==> src/rtl/xor_cipher_if.sv <==
// xor_cipher_if: serial key/message load and ciphertext stream bus for xor_cipher_stream
interface xor_cipher_if #(parameter int LANES = 1);
  logic ena;
  logic key_valid;
  logic msg_valid;
  logic [LANES-1:0] din;
  logic [LANES-1:0] dout;
  logic dout_valid;
  logic busy;
  logic done;
  logic key_ready;
  logic err;
  modport master (output ena, key_valid, msg_valid, din, input dout, dout_valid, busy, done, key_ready, err);
  modport slave (input ena, key_valid, msg_valid, din, output dout, dout_valid, busy, done, key_ready, err);
endinterface

==> src/rtl/xor_cipher_stream.sv <==
// xor_cipher_stream: serial-in/serial-out XOR cipher, one KEY_SIZE chunk per cycle.
// Define XOR_CIPHER_CHAIN_EN to chain each chunk's key with the previous ciphertext chunk.
module xor_cipher_stream #(
  parameter int MSG_SIZE = 64,
  parameter int KEY_SIZE = 8,
  parameter int LANES = 1
) (
  input logic clk,
  input logic rst,
  xor_cipher_if.slave bus
);
  localparam int KB = KEY_SIZE / LANES;
  localparam int MB = MSG_SIZE / LANES;
  localparam int NC = MSG_SIZE / KEY_SIZE;
  localparam int KW = $clog2(KB + 1);
  localparam int MW = $clog2(MB + 1);
  typedef enum logic [1:0] {IDLE, ENC, OUT} state_t;
  state_t state;
  logic [KEY_SIZE-1:0] key, key_in, kx, ct;
  logic [MSG_SIZE-1:0] msg, msg_in, msg_rot;
  logic [KW-1:0] kcnt;
  logic [MW-1:0] mcnt, cnt;
  logic [LANES-1:0] dout;
  logic dout_valid, busy, done, key_ready, err;
  assign key_in = (key << LANES) | KEY_SIZE'(bus.din);
  assign msg_in = (msg << LANES) | MSG_SIZE'(bus.din);
  assign ct = msg[MSG_SIZE-1 -: KEY_SIZE] ^ kx;
  // ENC rotates the message left one chunk per cycle, so after NC cycles it is back in order as ciphertext
  assign msg_rot = (msg << KEY_SIZE) | MSG_SIZE'(ct);
`ifdef XOR_CIPHER_CHAIN_EN
  logic [KEY_SIZE-1:0] chain;
  assign kx = key ^ chain;
  always_ff @(posedge clk or posedge rst)
    if (rst) chain <= '0;
    else if (bus.ena) chain <= state == ENC ? ct : '0;
`else
  assign kx = key;
`endif
  always_ff @(posedge clk or posedge rst)
    if (rst) begin
      state <= IDLE;
      key <= '0;
      msg <= '0;
      kcnt <= '0;
      mcnt <= '0;
      cnt <= '0;
      dout <= '0;
      dout_valid <= 1'b0;
      busy <= 1'b0;
      done <= 1'b0;
      key_ready <= 1'b0;
      err <= 1'b0;
    end else if (bus.ena) begin
      if (state != IDLE && (bus.key_valid || bus.msg_valid)) err <= 1'b1;
      case (state)
        IDLE:
          if (bus.key_valid && bus.msg_valid) err <= 1'b1;
          else if (bus.key_valid) begin
            key <= key_ready ? KEY_SIZE'(bus.din) : key_in;
            kcnt <= key_ready ? KW'(1) : kcnt + 1'b1;
            key_ready <= key_ready ? KB == 1 : kcnt == KW'(KB - 1);
            mcnt <= '0;
          end else if (bus.msg_valid) begin
            if (!key_ready) err <= 1'b1;
            else begin
              msg <= msg_in;
              mcnt <= mcnt + 1'b1;
              if (mcnt == MW'(MB - 1)) begin
                state <= ENC;
                cnt <= '0;
              end
            end
          end
        ENC:
          if (cnt != MW'(NC)) begin
            msg <= msg_rot;
            cnt <= cnt + 1'b1;
            busy <= 1'b1;
          end else begin
            busy <= 1'b0;
            state <= OUT;
            dout_valid <= 1'b1;
            dout <= msg[MSG_SIZE-1 -: LANES];
            msg <= msg << LANES;
            cnt <= MW'(1);
            done <= MB == 1;
          end
        OUT:
          if (cnt != MW'(MB)) begin
            dout <= msg[MSG_SIZE-1 -: LANES];
            msg <= msg << LANES;
            cnt <= cnt + 1'b1;
            done <= cnt == MW'(MB - 1);
          end else begin
            state <= IDLE;
            dout_valid <= 1'b0;
            dout <= '0;
            done <= 1'b0;
            mcnt <= '0;
            cnt <= '0;
          end
        default: state <= IDLE;
      endcase
    end
  assign bus.dout = dout;
  assign bus.dout_valid = dout_valid;
  assign bus.busy = busy;
  assign bus.done = done;
  assign bus.key_ready = key_ready;
  assign bus.err = err;
endmodule
==> src/flat_wrapper.sv <==
// flat-port wrapper written by rule: the top's interface ports become plain ports
module xor_cipher_stream_flat 
#(
  parameter int MSG_SIZE = 64,
  parameter int KEY_SIZE = 8,
  parameter int LANES = 1
)
  (clk, rst, bus_ena, bus_key_valid, bus_msg_valid, bus_din, bus_dout, bus_dout_valid, bus_busy, bus_done, bus_key_ready, bus_err);
  xor_cipher_if #(.LANES(LANES)) bus_i ();
  input logic clk;
  input logic rst;
  input wire logic [$bits(bus_i.ena)-1:0] bus_ena;
  input wire logic [$bits(bus_i.key_valid)-1:0] bus_key_valid;
  input wire logic [$bits(bus_i.msg_valid)-1:0] bus_msg_valid;
  input wire logic [$bits(bus_i.din)-1:0] bus_din;
  output wire logic [$bits(bus_i.dout)-1:0] bus_dout;
  output wire logic [$bits(bus_i.dout_valid)-1:0] bus_dout_valid;
  output wire logic [$bits(bus_i.busy)-1:0] bus_busy;
  output wire logic [$bits(bus_i.done)-1:0] bus_done;
  output wire logic [$bits(bus_i.key_ready)-1:0] bus_key_ready;
  output wire logic [$bits(bus_i.err)-1:0] bus_err;
  assign bus_i.ena = bus_ena;
  assign bus_i.key_valid = bus_key_valid;
  assign bus_i.msg_valid = bus_msg_valid;
  assign bus_i.din = bus_din;
  assign bus_dout = bus_i.dout;
  assign bus_dout_valid = bus_i.dout_valid;
  assign bus_busy = bus_i.busy;
  assign bus_done = bus_i.done;
  assign bus_key_ready = bus_i.key_ready;
  assign bus_err = bus_i.err;
  xor_cipher_stream #(.MSG_SIZE(MSG_SIZE), .KEY_SIZE(KEY_SIZE), .LANES(LANES)) u_core (.clk(clk), .rst(rst), .bus(bus_i));
endmodule
==> config.mk <==
export PLATFORM = sky130hd
export DESIGN_NAME = xor_cipher_stream_flat
export DESIGN_NICKNAME = d
export VERILOG_FILES = /design/src/rtl/xor_cipher_if.sv /design/src/rtl/xor_cipher_stream.sv /design/src/flat_wrapper.sv
export SDC_FILE = /design/constraint.sdc
export NUM_CORES = 1
export LEC_CHECK = 0
export ABC_AREA = 1
export CAP_MARGIN = 20
export CORE_UTILIZATION = 45
export DETAILED_ROUTE_END_ITERATION = 8
export PLACE_DENSITY = 0.68
export SLEW_MARGIN = 0
export SYNTH_ARGS = -nofsm -noshare
export SYNTH_HDL_FRONTEND = slang
export SYNTH_SLANG_ARGS = --single-unit
==> constraint.sdc <==
create_clock -name clk -period 4 [get_ports clk]
set_input_delay 0.4 -clock clk [delete_from_list [all_inputs] [get_ports clk]]
set_output_delay 0.4 -clock clk [all_outputs]
set_load 0.01 [all_outputs]
==> parameters.txt <==
Parameter                              Value

Synthesis
  Cell type with the highest aggregate area in the netlist    dfrtp_1
  Top area cells in the synthesized netlist    dfrtp_1 (41%), nand2_1 (31%), nand3_1 (7.4%)
  Flip-flop cell with the highest count after synthesis    dfrtp_1
  Mux share of post-synthesis cell area    0%
  Area of the mapped netlist    5990 µm²
  Post-Synthesis Mean Instance Area    6.51 µm²
  Number of synthesized flops with an enable pin    0
  Number of nets in the synthesized netlist    935
  Cell with the most instances after synthesis    nand2_1
  Largest family of logic cells by synthesized area    simple AND/OR/NAND/NOR gates
  Sequential area share after synthesis    41.0%
  Gate Count Post-Synth    920
  Adder and majority cell fraction of the synthesized area    1.88%
  Flip-flop and latch count after synthesis    98
  Leading cell types by count after synthesis    nand2_1 (487), dfrtp_1 (98), inv_1 (95), nand3_1 (88), nor2_1 (23)
  Share of async-settable or async-resettable flops after synthesis    100%
  Area fraction of the dominant cell type after synthesis    41.0%
  Synthesis warning total    0
  Share of the synthesized netlist area taken by xor and xnor gates    1.76%
  Synth Area in Compound Gates    4.14%
  Distinct cell type count after synthesis    28
  Basic-gate share of the synthesized area counting and, or, nand and nor cells    between 40% and 50%

Outcome
  Result of the run    complete, no violations

Global route
  Overall global routing resource usage    between 20% and 30%
  Number of antenna violations at the first check in global routing    0
  Largest net degree at the start of global routing    99
  Vias in the first global route    4926
  First-pass GRT wire length    ~23000 µm
  Remaining Overflow, GRT    0

Power and ir drop
  Worst IR drop on VDD    0.000199 V
  Pwr per Cell Area    366 nW/µm²
  Static leakage    approximately 0.0037 µW
  Proportion of total power due to net switching    26.0%
  Proportion of power drawn by flip-flops and latches    48.3%
  Combinational cell fraction of total power    a little under an eighth
  Part of the total power dissipated in the clock network    40.2%
  Sw power    618 µW
  Pint    1750 µW

CTS
  TritonCTS clock tree    done
  PostCTS Resize Cnt    0
  Post-CTS Setup Bufs    0
  Number of clock buffers inserted by TritonCTS    9
  Maximum number of buffers from clock root to sink    2
  Clock Sinks    a little under 100
  Clock Tree Root    clkbuf_16
  Depth of the CTS H-tree    3
  Total of hold buffers inserted after clock tree synthesis    0
  Worst-path clk slew    0.06 ns
  Clock Latency Late Sink    0.35 ns

Drt
  Drt first-iter violations    415
  Post-route DRC    0
  Count of TritonRoute iterations in the first routing pass    5
  Per-cell via count in the routed design    4.92
  Remaining number of nets flagged by the antenna check after routing    0
  Via Count    5338
  Routed wire per std cell    12.2 µm
  Routed wire length    approximately 13000 µm

Timing
  Number of pins exceeding their max-slew limit in the final report    0
  Part of the cycle the worst path needs    58.1%
  Maximum achievable frequency    about 0.43 GHz
  Worst slew margin    41.5%
  Number of failing hold endpoints at the final stage    0
  Transition time at the pin with the least slew margin    around 0.88 ns
  Sum of negative setup slack    0 ns
  Unrepaired setup endpoints after global routing    false
  Post-Route Skew    approximately 0.0045 ns
  Final critical delay including setup and external delays    roughly 2.3 ns
  Setup violators final    0

Floorplanning
  Vert. Die Dim    between 100 and 150 µm
  Number of top-level pins    12
  Die width    around 120 µm
  Floorplan die area    between 10000 and 15000 µm²
  Effective utilization at floorplan    46.9%
  Core area    between 10000 and 15000 µm²
  Number of cell rows    41

Placed design
  Final HPWL DP    8180 µm
  Final estimated routing congestion in global placement    0.839
  Number of port buffers    11

Final layout
  Total Nets Final    roughly 900
  Area growth, synth to finish    8.32%
  Share of cells above drive strength 1    approximately 3.7%
  Post-Route Utilization    50.8%
  Number of diodes added for antenna fixing    0

Setup path
  Kind of critical path    reg -> reg
  Worst setup SP type    register
  Critical path capture point type    register
  Crit path max fanout    29
  Crit path arrival time    2.61 ns
  Data required time at the worst endpoint    4.29 ns

Job
  Max-cap violations    0

Min path
  Path type of the worst min-delay path    reg -> reg
==> sequential cells by signal, summed over array words and instances, names as in the netlist <==
signal                 cells
u_core.state               2
u_core.bus.busy            1
u_core.cnt                 7
u_core.msg                64
u_core.key                 8
u_core.bus.done            1
u_core.kcnt                4
u_core.bus.err             1
u_core.bus.dout_valid      1
u_core.bus.dout            1
u_core.bus.key_ready       1
u_core.mcnt                7
==> cells by family after synthesis <==
group           after synthesis
fa+ha+maj                     9
xor+xnor                     12
buf+inv                     141
compound gates               46
flops                        98
simple gates                614
==> power by group through the flow <==
stage	Combinational (µW)	Sequential [µW]	Clock (µW)
final	272	1150	955
after CTS	276	1140	977
after floorplan	213	1140	0
after global placement	271	1160	0
after detailed placement	276	1160	0
after global routing	317	1160	1020
==> per-stage QoR <==
stage / total power (µW) / cells / hold slack [ns] / setup WS [ns] / area (µm²)
finish: 2370 / 1084 / 0.484 / 1.68 / 6480
global route: 2490 / 1084 / 0.501 / 1.44 / 6480
CTS: 2400 / 1084 / 0.484 / 1.67 / 6480
detailed placement: 1440 / 1069 / 0.463 / 1.69 / 6160
global placement: 1430 / 1069 / 0.467 / 1.72 / 6160
floorplan: 1350 / 920 / 0.463 / 1.04 / 5990
==> routing by layer <==
metal / global-route usage [%] / wire [µm] / share of wire, % / vias up
met5: 0 / 0 / 0 / -
met3: 2.77 / 466 / 3.5 / 13
met1: 28.3 / 6560 / 50 / 2444
met4: 7.95 / 217 / 1.6 / 0
li1: - / - / - / 2788
met2: 32.3 / 5970 / 45 / 93
==> final timing paths <==
check | endpoint | from | cells past startpoint | slack (ns)
min in group asynchronous | u_core.msg[19] | rst | 3 | 0.53
worst min register to register | u_core.bus.err | u_core.bus.err | 1 | 0.48
worst max-delay path | u_core.msg[11] | u_core.state[0] | 9 | 1.68
max in group asynchronous | u_core.msg[51] | rst | 3 | 3.07
worst max register to register | u_core.msg[11] | u_core.state[0] | 9 | 1.68
worst min-delay path | u_core.bus.err | u_core.bus.err | 1 | 0.48
==> worst max-delay path: stages (launching register included) <==
cell     delay, ns
dfrtp_1       0.41
inv_1         0.12
ha_1          0.34
inv_1         0.21
nand2_2       0.51
buf_4         0.35
nand2_1       0.08
nand2_1       0.08
nand2_1       0.06
nand2_1       0.10
==> cell type report <==
class                           instances  area, µm²
Multi-Input combinational cell        681       2940
Inverter                               99        374
Timing Repair Buffer                   19        183
Tap cell                              172        215
Clock buffer                           13        260
Sequential cell                        98       2450
Clock inverter                          2       60.1
Fill cell                            1281       6290
==> cell usage in the layout, fill, tap and decap left out, types with 6 or more instances in the layout <==
master	instances
o21ai_0	17
o22ai_1	7
nand4_1	8
nand3_1	88
buf_4	7
nor2_1	23
xor2_1	11
dfrtp_1	98
o21ai_1	13
clkdlybuf4s50_1	11
clkbuf_16	9
ha_1	9
inv_1	94
a21oi_1	6
nand2_1	486
Power figures use the tool's default switching activity.
